## src/rtl/vector_mem_sequencer.sv

```systemverilog
// vector_mem_sequencer
//   Memory-side sequencer that turns one 32-bit vector load/store into four
//   byte beats on an 8-bit synchronous memory. Lane 0 (bits [31:24]) lives at
//   the base address, lane 3 (bits [7:0]) at base+3; addresses wrap.
//   Optional feature macro: VMS_ADDR_CHECK_EN. When it is defined, a request
//   whose lanes would run past the top of memory is consumed without memory
//   traffic and answered with a one-cycle err pulse. When it is undefined,
//   addresses wrap and err is tied low.
module vector_mem_sequencer #(
    parameter int ADDR_W = 8,
    parameter int LANE_W = 8,
    parameter int LANES  = 4
) (
    input  logic                      clock,
    input  logic                      reset,
    input  logic                      req_valid,
    output logic                      req_ready,
    input  logic                      req_store,
    input  logic [ADDR_W-1:0]         req_base,
    input  logic [LANES*LANE_W-1:0]   req_wdata,
    output logic [ADDR_W-1:0]         mem_addr,
    output logic [LANE_W-1:0]         mem_wdata,
    output logic                      mem_wren,
    output logic                      mem_rden,
    input  logic [LANE_W-1:0]         mem_rdata,
    output logic [LANES*LANE_W-1:0]   ld_data,
    output logic                      busy,
    output logic                      done,
    output logic                      err
);

    localparam int VEC_W = LANES * LANE_W;
    localparam int RB_W  = (LANES - 1) * LANE_W;
    localparam int K_W   = (LANES > 1) ? $clog2(LANES) : 1;
    localparam logic [K_W-1:0] LAST_K = K_W'(LANES - 1);

    typedef enum logic [2:0] {
        S_IDLE     = 3'd0,
        S_ST_BEAT  = 3'd1,
        S_LD_BEAT  = 3'd2,
        S_LD_DRAIN = 3'd3,
        S_DONE     = 3'd4,
        S_ERR      = 3'd5
    } state_t;

    state_t             state_r;
    logic [K_W-1:0]     k_r;        // lane index currently on the memory bus
    logic [VEC_W-1:0]   sdata_r;    // store lanes not yet issued, next lane in the top byte
    logic [RB_W-1:0]    rbuf_r;     // load lanes captured so far, oldest in the top byte
    logic               accept_s;

`ifdef VMS_ADDR_CHECK_EN
    localparam logic [ADDR_W:0] MAX_BASE = (ADDR_W+1)'((1 << ADDR_W) - LANES);
    logic err_r;
    logic reject_s;

    // True when the last lane of a vector at this base would run past the top of memory.
    function automatic logic base_out_of_range(input logic [ADDR_W-1:0] base);
        return ({1'b0, base} > MAX_BASE);
    endfunction

    // Range check on the request currently offered.
    always_comb begin
        reject_s = 1'b0;
        if (accept_s) begin
            reject_s = base_out_of_range(req_base);
        end else begin
            reject_s = 1'b0;
        end
    end

    assign err = err_r;
`else
    assign err = 1'b0;
`endif

    assign accept_s = req_valid & req_ready;

    // Sequencer FSM: all memory-side and handshake outputs are registered here.
    always_ff @(posedge clock) begin
        if (!reset) begin
            state_r   <= S_IDLE;
            k_r       <= {K_W{1'b0}};
            sdata_r   <= {VEC_W{1'b0}};
            rbuf_r    <= {RB_W{1'b0}};
            req_ready <= 1'b1;
            mem_addr  <= {ADDR_W{1'b0}};
            mem_wdata <= {LANE_W{1'b0}};
            mem_wren  <= 1'b0;
            mem_rden  <= 1'b0;
            ld_data   <= {VEC_W{1'b0}};
            busy      <= 1'b0;
            done      <= 1'b0;
`ifdef VMS_ADDR_CHECK_EN
            err_r     <= 1'b0;
`endif
        end else begin
            case (state_r)
                S_IDLE: begin
                    done <= 1'b0;
`ifdef VMS_ADDR_CHECK_EN
                    err_r <= 1'b0;
`endif
                    if (accept_s) begin
                        req_ready <= 1'b0;
                        busy      <= 1'b1;
                        k_r       <= {K_W{1'b0}};
`ifdef VMS_ADDR_CHECK_EN
                        if (reject_s) begin
                            // Request is consumed, but no beats go to memory.
                            err_r   <= 1'b1;
                            state_r <= S_ERR;
                        end else begin
`else
                        begin
`endif
                            mem_addr  <= req_base;
                            mem_wdata <= req_wdata[VEC_W-1 -: LANE_W];
                            sdata_r   <= req_wdata << LANE_W;
                            mem_wren  <= req_store;
                            mem_rden  <= ~req_store;
                            state_r   <= req_store ? S_ST_BEAT : S_LD_BEAT;
                        end
                    end
                end
                S_ST_BEAT: begin
                    if (k_r == LAST_K) begin
                        mem_wren <= 1'b0;
                        done     <= 1'b1;
                        state_r  <= S_DONE;
                    end else begin
                        k_r       <= k_r + K_W'(1);
                        mem_addr  <= mem_addr + ADDR_W'(1);
                        mem_wdata <= sdata_r[VEC_W-1 -: LANE_W];
                        sdata_r   <= sdata_r << LANE_W;
                    end
                end
                S_LD_BEAT: begin
                    // Read data trails the address by one cycle, so lane k-1 arrives now.
                    if (k_r != {K_W{1'b0}}) begin
                        rbuf_r <= (rbuf_r << LANE_W) | RB_W'(mem_rdata);
                    end
                    if (k_r == LAST_K) begin
                        mem_rden <= 1'b0;
                        state_r  <= S_LD_DRAIN;
                    end else begin
                        k_r      <= k_r + K_W'(1);
                        mem_addr <= mem_addr + ADDR_W'(1);
                    end
                end
                S_LD_DRAIN: begin
                    // Last lane arrives; publish the whole word in one update.
                    ld_data <= {rbuf_r, mem_rdata};
                    done    <= 1'b1;
                    state_r <= S_DONE;
                end
                S_DONE: begin
                    done      <= 1'b0;
                    busy      <= 1'b0;
                    req_ready <= 1'b1;
                    state_r   <= S_IDLE;
                end
`ifdef VMS_ADDR_CHECK_EN
                S_ERR: begin
                    err_r     <= 1'b0;
                    busy      <= 1'b0;
                    req_ready <= 1'b1;
                    state_r   <= S_IDLE;
                end
`endif
                default: begin
                    mem_wren  <= 1'b0;
                    mem_rden  <= 1'b0;
                    done      <= 1'b0;
                    busy      <= 1'b0;
                    req_ready <= 1'b1;
                    state_r   <= S_IDLE;
                end
            endcase
        end
    end

endmodule

```

## config.mk

```make
export PLATFORM = sky130hd
export DESIGN_NAME = vector_mem_sequencer
export DESIGN_NICKNAME = d
export VERILOG_FILES = /design/src/rtl/vector_mem_sequencer.sv
export SDC_FILE = /design/constraint.sdc
export NUM_CORES = 1
export LEC_CHECK = 0
export ABC_AREA = 1
export BUFFER_PORTS_ARGS = -buffer_cell sky130_fd_sc_hd__buf_4
export CAP_MARGIN = 20
export CELL_PAD_IN_SITES_DETAIL_PLACEMENT = 0
export CELL_PAD_IN_SITES_GLOBAL_PLACEMENT = 1
export CORE_UTILIZATION = 37
export DETAILED_ROUTE_END_ITERATION = 12
export PLACE_DENSITY = 0.74
export SETUP_SLACK_MARGIN = 0.05
export SLEW_MARGIN = 20
export SYNTH_ARGS = -nofsm -noshare
export SYNTH_HDL_FRONTEND = slang
export SYNTH_SLANG_ARGS = --single-unit
```

## constraint.sdc

```tcl
create_clock -name clock -period 1.55 [get_ports clock]
set_input_delay 0.465 -clock clock [delete_from_list [all_inputs] [get_ports clock]]
set_output_delay 0.465 -clock clock [all_outputs]
set_load 0.05 [all_outputs]
```

==> metrics.cfg <==
[synth]
yosys.cell_types.count = 28
syn-num-nets = 676
synth_seq_cells = 106
synth_area_um2 = 4370
synth-seq-area-share_pct = 48.6
synth_warnings = 0
syn-instance-count = 621
syn_avg_cell_area_um2 = 7.03

[detailed_routing]
wl_per_cell_um = 12.1
dr.pass1.iters = 4
ant_nets = 0
drt_iter0_drc = 211
vias = 4037
routed_via_density = 4.66
wirelength_mm = 10.5
drc_errors = 0

[pwr]
switchingPower_mw = 5.09
clkPwrFrac_pct = 19.4
leakage_nw = 2.73
ir_drop_mv = 1.11
power_mw = 11.8
swShare_pct = 43.2
power_density_nw_per_um2 = 2050
power_report.internal_total_mw = 6.70
seq_power_share_pct = 32.9
combPwrFrac_pct = 47.7

[placed_design]
port_buffers = 104
gp_congestion = 0.813
dp_hpwl_mm = 7.04
dpl_worst_slack_ns = 0.0141

[floorplanning]
fp.dieW_um = 111
fp.dieArea_um2 = 12200
core_area_um2 = 11500
start_util_pct = 38.1
io_pins = 106
die_h_um = 111
rows = 39

[cts]
numCtsBuffers = 9
htree_levels = 3
path_clk_slew_ns = 0.07
cts_tree = yes
clk-insertion-delay-late_ns = 0.35
ctsRootBufferMaster = clkbuf_16
cts_buffer_depth = 2
clock-sinks = 106

[critical_path]
reg2reg_depth = 8
critPathTopFamily = flip-flops
crit_path_end_kind = primary output
cpPeakStageDelay_ns = 0.41
crit_path_top_delay_cell = dfxtp_1
crit_cells = 1
path_buf_inv = 1
crit_type = reg2out
path_max_fanout = 4
cp.arrival_ns = 1.00
cp_cell_sequence = buf_4
start_kind = flop
cp.required_ns = 1.08

[layout]
layout_common_cells = nor2_1, buf_4, nand2_1
mostFrequentLayoutCell = nor2_1
n_fill_cell = 1148
final_nets = 776
layout-drive-gt1-share_pct = 22.7
syn_to_final_growth_pct = 31.8
antenna_cells = 0

[timing]
fin_crit_sh_pct = 94.3
fin_hold_ws_ns = 0.347
rsz0062_at_grt = yes
setup_viol = 0
finClkSkew_ns = 0.0103
max_freq_ghz = 0.684
timing.final.ws_setup_ns = 0.0890
slew_viol_final = 0
finalCriticalPeriod_ns = 1.46
finalHoldViolCount = 0
final.setup.tns_ns = 0

[min_path]
hold_class = in2reg
holdPathStages = 3

[grt]
grt_max_degree = 45
antenna_found_initial = 0
top_usage_layer = met2
grt_first_pass_wirelength_mm = 17.8
grt_usage_pct = 17.7
grtUsageMet2_pct = 28.8
overflow = 0
grt_pass1_vias = 3815
met1_usage_pct = 22.7
use_met3_pct = 5.10

[flow_run]
maxCapViolCount = 0

[status]
outcome = completed

==> power by group through the flow <==
| stage | combinational [mW] | clock, mW | sequential, mW |
|---|---|---|---|
| floorplan | 2.78 | 0 | 4.91 |
| global placement | 5.15 | 0 | 3.90 |
| detailed placement | 5.19 | 0 | 3.91 |
| CTS | 5.22 | 2.37 | 3.86 |
| global route | 6.23 | 2.46 | 3.97 |
| finish | 5.62 | 2.29 | 3.87 |
==> Yosys cell counts <==
| master | number | area share [%] |
|---|---|---|
| nand2_1 | 112 | 9.6 |
| o21bai_1 | 2 | 0.34 |
| buf_1 | 2 | 0.17 |
| nand2_2 | 3 | 0.43 |
| buf_4 | 3 | 0.52 |
| nor2_2 | 2 | 0.29 |
| nor2_4 | 1 | 0.26 |
| ha_1 | 3 | 0.86 |
| or2_2 | 1 | 0.14 |
| conb_1 | 1 | 0.086 |
| o21ai_0 | 100 | 11 |
| nor3_1 | 2 | 0.23 |
| buf_6 | 3 | 0.77 |
| o21ai_1 | 8 | 0.92 |
| inv_2 | 1 | 0.086 |
| nand3_2 | 2 | 0.46 |
| nand4_1 | 1 | 0.14 |
| a31oi_1 | 2 | 0.29 |
| a22oi_1 | 1 | 0.17 |
| dfxtp_1 | 106 | 49 |
| buf_2 | 7 | 0.80 |
| nor2_1 | 168 | 14 |
| nand3_1 | 13 | 1.5 |
| clkbuf_1 | 21 | 1.8 |
| a21oi_1 | 18 | 2.1 |
| inv_1 | 35 | 3.0 |
| inv_4 | 1 | 0.14 |
| xor2_1 | 2 | 0.40 |
==> metal layers <==
metal	wire length, µm	vias up
li1	-	2158
met1	4980	1782
met3	492	9
met5	0	-
met4	128	0
met2	4850	88
==> sequential cells by signal, indices dropped and copies added, names as in the netlist <==
| name | flops |
|---|---|
| ld_data | 32 |
| mem_wren | 1 |
| rbuf_r | 24 |
| sdata_r | 24 |
| req_ready | 1 |
| state_r | 3 |
| busy | 1 |
| mem_rden | 1 |
| mem_wdata | 8 |
| mem_addr | 8 |
| k_r | 2 |
| done | 1 |
==> cells by family (layout without fill, tap and decap cells) <==
kind of cell / count (synthesis) / in the layout / synth area share, %
flops: 106 / 106 / 48.6
xor+xnor: 2 / 2 / 0.401
other cells: 1 / 1 / 0.0859
fa+ha+maj: 3 / 3 / 0.860
compound gates: 131 / 131 / 15.2
simple gates: 305 / 305 / 27.5
buf+inv: 73 / 176 / 7.31
==> worst paths after layout <==
kind,from,end,slack [ns]
min reg2reg,sdata_r[26],sdata_r[26],0.45
min,mem_rdata[6],rbuf_r[6],0.35
max reg2reg,state_r[1],sdata_r[17],0.09
max,mem_addr[2],mem_addr[2],0.09
==> through the flow <==
step	instances	instance area, µm²	utilization [%]
after global routing	867	5760	50.2
final	867	5760	50.2
after CTS	863	5640	49.2
after global placement	849	5340	46.6
after floorplan	621	4370	-
after detailed placement	849	5340	46.6
==> layout make-up <==
cell class                 count  area (µm²)  area share (%)
timing repair inverter         1        8.76           0.152
clock inverter                 5        63.8            1.11
inverter                      37         154            2.67
multi-input combinational    442        1980            34.3
sequential                   106        2130            37.1
clock buffer                   9         225            3.91
tap                          143         179            3.11
timing repair buffer         124        1010            17.6
==> what timing repair did <==
item / 4_1_cts / 5_1_grt
pin swaps: 0 / 1
setup endpoints to repair: 13 / 76
gates cloned: 0 / 2
endpoints found under the hold margin: 0 / 0
setup buffers: 0 / 2
hold buffers: 0 / 0
resized for setup: 2 / 22
Power figures use the tool's default switching activity.
